===== src/rtl/rv_pkg.sv =====
// Shared integer-register-file definitions for the writeback path.
package rv_pkg;

    localparam int unsigned XLEN       = 64;
    localparam int unsigned REG_ADDR_W = 5;
    localparam int unsigned NUM_REGS   = 32;

    typedef logic [XLEN-1:0]       xdata_t;
    typedef logic [REG_ADDR_W-1:0] reg_addr_t;

    localparam reg_addr_t REG_X0 = '0;

    typedef struct packed {
        reg_addr_t rd;
        xdata_t    data;
    } wb_req_t;

    function automatic logic is_x0(input reg_addr_t a);
        return a == REG_X0;
    endfunction

endpackage


===== src/rtl/rf_wb_arbiter_if.sv =====
// Writeback, MUL/DIV result, issue and register-file write signals of rf_wb_arbiter.
interface rf_wb_arbiter_if;
    import rv_pkg::*;

    logic      alu_wb_valid;
    reg_addr_t alu_wb_rd;
    xdata_t    alu_wb_data;

    logic      md_valid;
    reg_addr_t md_rd;
    xdata_t    md_data;
    logic      md_ready;

    logic      issue_valid;
    logic      issue_is_md;
    reg_addr_t issue_rs1;
    reg_addr_t issue_rs2;
    reg_addr_t issue_rd;
    logic      issue_stall;

    logic      rf_wr_en;
    reg_addr_t rf_rd;
    xdata_t    rf_wr_data;

    modport slave (
        input  alu_wb_valid, alu_wb_rd, alu_wb_data,
        input  md_valid, md_rd, md_data,
        output md_ready,
        input  issue_valid, issue_is_md, issue_rs1, issue_rs2, issue_rd,
        output issue_stall,
        output rf_wr_en, rf_rd, rf_wr_data
    );

    modport master (
        output alu_wb_valid, alu_wb_rd, alu_wb_data,
        output md_valid, md_rd, md_data,
        input  md_ready,
        output issue_valid, issue_is_md, issue_rs1, issue_rs2, issue_rd,
        input  issue_stall,
        input  rf_wr_en, rf_rd, rf_wr_data
    );

endinterface


===== src/rtl/rf_wb_arbiter_md_scoreboard.sv =====
// Tracks destinations of outstanding MUL/DIV ops and decides issue stalls.
module md_scoreboard
    import rv_pkg::*;
#(
    parameter int unsigned MAX_MD_OUT = 2
) (
    input  logic      clk,
    input  logic      rst_n,
    input  logic      issue_valid_i,
    input  logic      issue_is_md_i,
    input  reg_addr_t issue_rs1_i,
    input  reg_addr_t issue_rs2_i,
    input  reg_addr_t issue_rd_i,
    input  logic      force_bubble_i,
    input  logic      drain_i,
    input  reg_addr_t drain_rd_i,
    output logic      issue_stall_o
);

    localparam int unsigned CW = $clog2(MAX_MD_OUT + 1);

    logic [NUM_REGS-1:0] pending_q, pending_d;
    logic [CW-1:0]       md_cnt_q, md_cnt_d;
    logic                at_cap;
    logic                hazard;
    logic                md_fire;

    assign at_cap  = (md_cnt_q == CW'(MAX_MD_OUT));
    assign md_fire = issue_valid_i && !issue_stall_o && issue_is_md_i;

    always_comb begin
        hazard = pending_q[issue_rs1_i] || pending_q[issue_rs2_i] || pending_q[issue_rd_i];
        issue_stall_o = issue_valid_i &&
                        (hazard || (issue_is_md_i && at_cap) || force_bubble_i);
    end

    // WAW stall on issue_rd guarantees set and clear never target the same bit.
    always_comb begin
        pending_d = pending_q;
        if (drain_i) begin
            pending_d[drain_rd_i] = 1'b0;
        end
        if (md_fire && !is_x0(issue_rd_i)) begin
            pending_d[issue_rd_i] = 1'b1;
        end
        pending_d[REG_X0] = 1'b0;
    end

    always_comb begin
        md_cnt_d = md_cnt_q;
        unique case ({md_fire, drain_i})
            2'b10:   if (!at_cap) md_cnt_d = md_cnt_q + CW'(1);
            2'b01:   if (md_cnt_q != '0) md_cnt_d = md_cnt_q - CW'(1);
            default: md_cnt_d = md_cnt_q;
        endcase
    end

    always_ff @(posedge clk or negedge rst_n) begin
        if (!rst_n) begin
            pending_q <= '0;
            md_cnt_q  <= '0;
        end else begin
            pending_q <= pending_d;
            md_cnt_q  <= md_cnt_d;
        end
    end

    a_no_drain_underflow: assert property (
        @(posedge clk) disable iff (!rst_n) !(drain_i && (md_cnt_q == '0))
    );

endmodule


===== src/rtl/rf_wb_arbiter.sv =====
// Register-file write-port owner: ALU writeback first, buffered MUL/DIV result otherwise.
module rf_wb_arbiter
    import rv_pkg::*;
#(
    parameter int unsigned MAX_MD_OUT   = 2,
    parameter int unsigned STARVE_LIMIT = 4
) (
    input logic             clk,
    input logic             rst_n,
    rf_wb_arbiter_if.slave  bus
);

    localparam int unsigned SW = $clog2(STARVE_LIMIT + 1);

    logic          buf_valid_q, buf_valid_d;
    wb_req_t       buf_q, buf_d;
    logic [SW-1:0] starve_cnt_q, starve_cnt_d;

    logic alu_own;
    logic drain;
    logic capture;
    logic force_bubble;

    assign alu_own      = bus.alu_wb_valid && !is_x0(bus.alu_wb_rd);
    assign drain        = buf_valid_q && !alu_own;
    assign capture      = bus.md_valid && !buf_valid_q;
    assign force_bubble = (starve_cnt_q >= SW'(STARVE_LIMIT));
    assign bus.md_ready = !buf_valid_q;

    // Port zeroed unless a real write happens; x0 writes never assert wr_en.
    always_comb begin
        bus.rf_wr_en   = 1'b0;
        bus.rf_rd      = '0;
        bus.rf_wr_data = '0;
        if (alu_own) begin
            bus.rf_wr_en   = 1'b1;
            bus.rf_rd      = bus.alu_wb_rd;
            bus.rf_wr_data = bus.alu_wb_data;
        end else if (drain && !is_x0(buf_q.rd)) begin
            bus.rf_wr_en   = 1'b1;
            bus.rf_rd      = buf_q.rd;
            bus.rf_wr_data = buf_q.data;
        end
    end

    always_comb begin
        buf_valid_d = buf_valid_q;
        buf_d       = buf_q;
        if (capture) begin
            buf_valid_d = 1'b1;
            buf_d.rd    = bus.md_rd;
            buf_d.data  = bus.md_data;
        end else if (drain) begin
            buf_valid_d = 1'b0;
        end
    end

    always_comb begin
        starve_cnt_d = starve_cnt_q;
        if (drain) begin
            starve_cnt_d = '0;
        end else if (buf_valid_q && alu_own && !force_bubble) begin
            starve_cnt_d = starve_cnt_q + SW'(1);
        end
    end

    always_ff @(posedge clk or negedge rst_n) begin
        if (!rst_n) begin
            buf_valid_q  <= 1'b0;
            buf_q        <= '0;
            starve_cnt_q <= '0;
        end else begin
            buf_valid_q  <= buf_valid_d;
            buf_q        <= buf_d;
            starve_cnt_q <= starve_cnt_d;
        end
    end

    md_scoreboard #(
        .MAX_MD_OUT (MAX_MD_OUT)
    ) u_sb (
        .clk            (clk),
        .rst_n          (rst_n),
        .issue_valid_i  (bus.issue_valid),
        .issue_is_md_i  (bus.issue_is_md),
        .issue_rs1_i    (bus.issue_rs1),
        .issue_rs2_i    (bus.issue_rs2),
        .issue_rd_i     (bus.issue_rd),
        .force_bubble_i (force_bubble),
        .drain_i        (drain),
        .drain_rd_i     (buf_q.rd),
        .issue_stall_o  (bus.issue_stall)
    );

endmodule


===== src/flat_wrapper.sv =====
// flat-port wrapper written by rule: the top's interface ports become plain ports
module rf_wb_arbiter_flat import rv_pkg::*;
#(
    parameter int unsigned MAX_MD_OUT   = 2,
    parameter int unsigned STARVE_LIMIT = 4
)
  (clk, rst_n, bus_alu_wb_valid, bus_alu_wb_rd, bus_alu_wb_data, bus_md_valid, bus_md_rd, bus_md_data, bus_md_ready, bus_issue_valid, bus_issue_is_md, bus_issue_rs1, bus_issue_rs2, bus_issue_rd, bus_issue_stall, bus_rf_wr_en, bus_rf_rd, bus_rf_wr_data);
  rf_wb_arbiter_if bus_i ();
  input logic clk;
  input logic rst_n;
  input wire logic [$bits(bus_i.alu_wb_valid)-1:0] bus_alu_wb_valid;
  input wire logic [$bits(bus_i.alu_wb_rd)-1:0] bus_alu_wb_rd;
  input wire logic [$bits(bus_i.alu_wb_data)-1:0] bus_alu_wb_data;
  input wire logic [$bits(bus_i.md_valid)-1:0] bus_md_valid;
  input wire logic [$bits(bus_i.md_rd)-1:0] bus_md_rd;
  input wire logic [$bits(bus_i.md_data)-1:0] bus_md_data;
  output wire logic [$bits(bus_i.md_ready)-1:0] bus_md_ready;
  input wire logic [$bits(bus_i.issue_valid)-1:0] bus_issue_valid;
  input wire logic [$bits(bus_i.issue_is_md)-1:0] bus_issue_is_md;
  input wire logic [$bits(bus_i.issue_rs1)-1:0] bus_issue_rs1;
  input wire logic [$bits(bus_i.issue_rs2)-1:0] bus_issue_rs2;
  input wire logic [$bits(bus_i.issue_rd)-1:0] bus_issue_rd;
  output wire logic [$bits(bus_i.issue_stall)-1:0] bus_issue_stall;
  output wire logic [$bits(bus_i.rf_wr_en)-1:0] bus_rf_wr_en;
  output wire logic [$bits(bus_i.rf_rd)-1:0] bus_rf_rd;
  output wire logic [$bits(bus_i.rf_wr_data)-1:0] bus_rf_wr_data;
  assign bus_i.alu_wb_valid = bus_alu_wb_valid;
  assign bus_i.alu_wb_rd = bus_alu_wb_rd;
  assign bus_i.alu_wb_data = bus_alu_wb_data;
  assign bus_i.md_valid = bus_md_valid;
  assign bus_i.md_rd = bus_md_rd;
  assign bus_i.md_data = bus_md_data;
  assign bus_md_ready = bus_i.md_ready;
  assign bus_i.issue_valid = bus_issue_valid;
  assign bus_i.issue_is_md = bus_issue_is_md;
  assign bus_i.issue_rs1 = bus_issue_rs1;
  assign bus_i.issue_rs2 = bus_issue_rs2;
  assign bus_i.issue_rd = bus_issue_rd;
  assign bus_issue_stall = bus_i.issue_stall;
  assign bus_rf_wr_en = bus_i.rf_wr_en;
  assign bus_rf_rd = bus_i.rf_rd;
  assign bus_rf_wr_data = bus_i.rf_wr_data;
  rf_wb_arbiter #(.MAX_MD_OUT(MAX_MD_OUT), .STARVE_LIMIT(STARVE_LIMIT)) u_core (.clk(clk), .rst_n(rst_n), .bus(bus_i));
endmodule

===== config.mk =====
export PLATFORM = sky130hd
export DESIGN_NAME = rf_wb_arbiter_flat
export DESIGN_NICKNAME = d
export VERILOG_FILES = /design/src/rtl/rv_pkg.sv /design/src/rtl/rf_wb_arbiter_if.sv /design/src/rtl/rf_wb_arbiter_md_scoreboard.sv /design/src/rtl/rf_wb_arbiter.sv /design/src/flat_wrapper.sv
export SDC_FILE = /design/constraint.sdc
export NUM_CORES = 1
export LEC_CHECK = 0
export CAP_MARGIN = 0
export CORE_MARGIN = 3
export CORE_UTILIZATION = 30
export CTS_BUF_LIST = sky130_fd_sc_hd__clkbuf_8
export DETAILED_ROUTE_END_ITERATION = 6
export DONT_BUFFER_PORTS = 1
export HOLD_SLACK_MARGIN = 0.08
export PLACE_DENSITY = 0.4
export SETUP_SLACK_MARGIN = 0.15
export SLEW_MARGIN = 20
export SYNTH_ARGS = -nofsm -noshare
export SYNTH_HDL_FRONTEND = slang
export SYNTH_SLANG_ARGS = --single-unit

===== constraint.sdc =====
create_clock -name clk -period 3.15 [get_ports clk]
set_input_delay 0.315 -clock clk [delete_from_list [all_inputs] [get_ports clk]]
set_output_delay 0.315 -clock clk [all_outputs]
set_load 0.02 [all_outputs]

==> flow_summary.toml <==
[synthesis]
ys_types = 50
synth-edff-count = 0
avgSynthCellArea_um2 = 11.4
yosysSeqAreaShare_pct = 45.4
synth_nets = 674
ys_warn_count = 0
synth_area_mm2 = 0.00584
synthCells = 513
synth-seq-cells = 106
synthArstFlopShare_pct = 100
synth-main-ff-cell = "dfrtp_1"

[cts]
clkLatencyLatePin_ns = 0.38
clkTransAtPathRegs_ns = 0.11
cts_setup_buffers = 0
tritoncts = "yes"
root_buffer = "clkbuf_8"
cts_buffers = 9
htreeDepth = 3
cts_sinks = 106
cts_buffer_depth = 2
ctsResizeCount = 0

[outcome]
status = "finished, final reports clean"

[floorplan]
die_w_um = 146
row_count = 50
core_area_mm2 = 0.0189
die_area_mm2 = 0.0212
die_h_um = 146
initial_core_util_pct = 30.9
io_pins = 231

[cells_and_area]
antennaDiodeCount = 0
final_common_cell = "dfrtp_1"
instances_no_fill = 827
drive_above_1_share_pct = 21.2
fin_nets = 725
layout_common_cells = "dfrtp_1, mux2_2, a22o_1, dlygate4sd3_1, o21ai_0"
fill_cells = 1890
area_growth_pct = 20.7

[timing]
timing.hold.ws_ns = 0.120
slew_violations = 0
tightest_slew_ns = 0.736
finClkSkew_ns = 0.0143
setup_viol = 0
period_minus_slack_ns = 2.84
finalHoldViolations = 0
tns_ns = 0
fin_crit_sh_pct = 90.2
relSlewSlack_pct = 51.0
clock.fmax_mhz = 352
rsz0062_at_grt = "no"

[placed_design]
placedCellCount = 741
port_buffers = 0
dp_hpwl_mm = 12.6
gp_congestion = 0.819

[global_route]
grt_pass1_wl_mm = 28.7
antenna_found_initial = 0
grt_pass1_vias = 5042
grt.overflow.total = 0
grt_max_degree = 107
track_usage_pct = 17.1

[setup_path]
rr_worst_depth = 8
critPathKind = "register to output port"
endpoint_kind = "output port"
crit_arrival_ns = 2.53
critPathRequiredTime_ns = 2.83
worstSetupStartpointType = "register"
cp_max_fo = 4

[flow_run]
drv_cap = 0

[drt]
drtAntennaViolNets = 0
wl_per_cell_um = 22.4
num_vias = 4667
drtPass1Iterations = 5
routed_via_density = 5.64
drt_wl_total_mm = 18.5
drtIter0Drc = 245
route.detailed.drc = 0

[min_path]
hold_class = "input pin to register"
holdPathStages = 1

[power]
total_leakage_power_nw = 2.87
vdd_drop_max_v = 0.000213
powerDensity_mw_per_mm2 = 567
## registers in the layout (all words and copies together), names as in the netlist
register and flops:
u_core.u_sb.pending_q 31, u_core.u_sb.md_cnt_q 2, u_core.buf_valid_q 1, u_core.starve_cnt_q 3, u_core.buf_q 69
## critical path, cell delays in order, from the launching register on
cell,delay [ns]
dfrtp_1,0.42
mux4_2,0.48
o22ai_1,0.16
a2111oi_1,0.08
or4_4,0.55
o41a_1,0.45
## cell families (layout without fill, tap and decap cells)
family          after synthesis  after routing  share of synthesized area (%)
compound gates              158            158                           19.8
buf+inv                      50            104                           3.41
mux                         107            107                           21.9
xor+xnor                      1              1                          0.150
simple gates                 89             89                           8.93
flops                       106            106                           45.4
fa+ha+maj                     2              2                          0.428
## layer usage
metal  wire length [µm]  GRT usage [%]  part of all wire [%]  vias to the layer above
li1                   -              -                     -                     2061
met1               7770           21.6                    42                     2346
met3               1190           2.99                   6.4                       32
met5                  0              0                     0                        -
met2               9090           29.4                    49                      228
met4                430           6.60                   2.3                        0
## synthesized netlist by cell type, types with 9 or more instances
master	instances	share of area (%)
mux4_2	9	3.5
inv_1	9	0.58
nand3b_1	10	1.3
a22o_1	72	11
clkbuf_1	35	2.2
nor2_1	13	0.84
mux2i_1	22	3.8
o21ai_0	51	4.4
dfrtp_1	106	45
nand2_1	18	1.2
mux2_2	76	15
nand3_1	9	0.77
## stage by stage
stage / util, % / setup WS [ns] / total power [W] / area [µm²]
2_1_floorplan: - / 0.412 / 0.00274 / 5840
6_report: 37.3 / 0.309 / 0.00400 / 7050
3_5_place_dp: 32.3 / 0.406 / 0.00299 / 6110
4_1_cts: 37.3 / 0.181 / 0.00405 / 7050
3_3_place_gp: 32.3 / 0.409 / 0.00297 / 6110
5_1_grt: 37.3 / 0.184 / 0.00425 / 7050
## final cells by class
cell class	count	area [µm²]	share of cell area, %
Sequential cell	106	2650	37.6
Clock inverter	5	78.8	1.12
Multi-Input combinational cell	357	3010	42.6
Tap cell	260	325	4.61
Inverter	9	33.8	0.479
Clock buffer	9	124	1.76
Timing Repair Buffer	81	831	11.8
## worst paths after layout
kind / end / slack (ns) / from
max in group asynchronous: u_core.buf_q[46] / 2.18 / rst_n
hold / removal: u_core.u_sb.pending_q[8] / 0.12 / bus_issue_rd[3]
min in group asynchronous: u_core.u_sb.pending_q[7] / 0.51 / rst_n
setup reg to reg: u_core.u_sb.pending_q[24] / 0.37 / u_core.u_sb.pending_q[13]
hold reg to reg: u_core.buf_q[16] / 0.52 / u_core.buf_q[16]
setup / recovery: bus_issue_stall / 0.31 / u_core.u_sb.pending_q[13]
## power breakdown
group	internal (W)	switching [W]	leakage, nW
Sequential	0.00166	0.000265	1.30
Clock	0.000441	0.000495	0.105
Combinational	0.000549	0.000587	1.46
## timing repair
action,CTS,global route
hold endpoints to repair,176,0
setup endpoints to repair,0,1
hold buffers,72,0
Note: power is estimated with default switching activity, not from simulation.
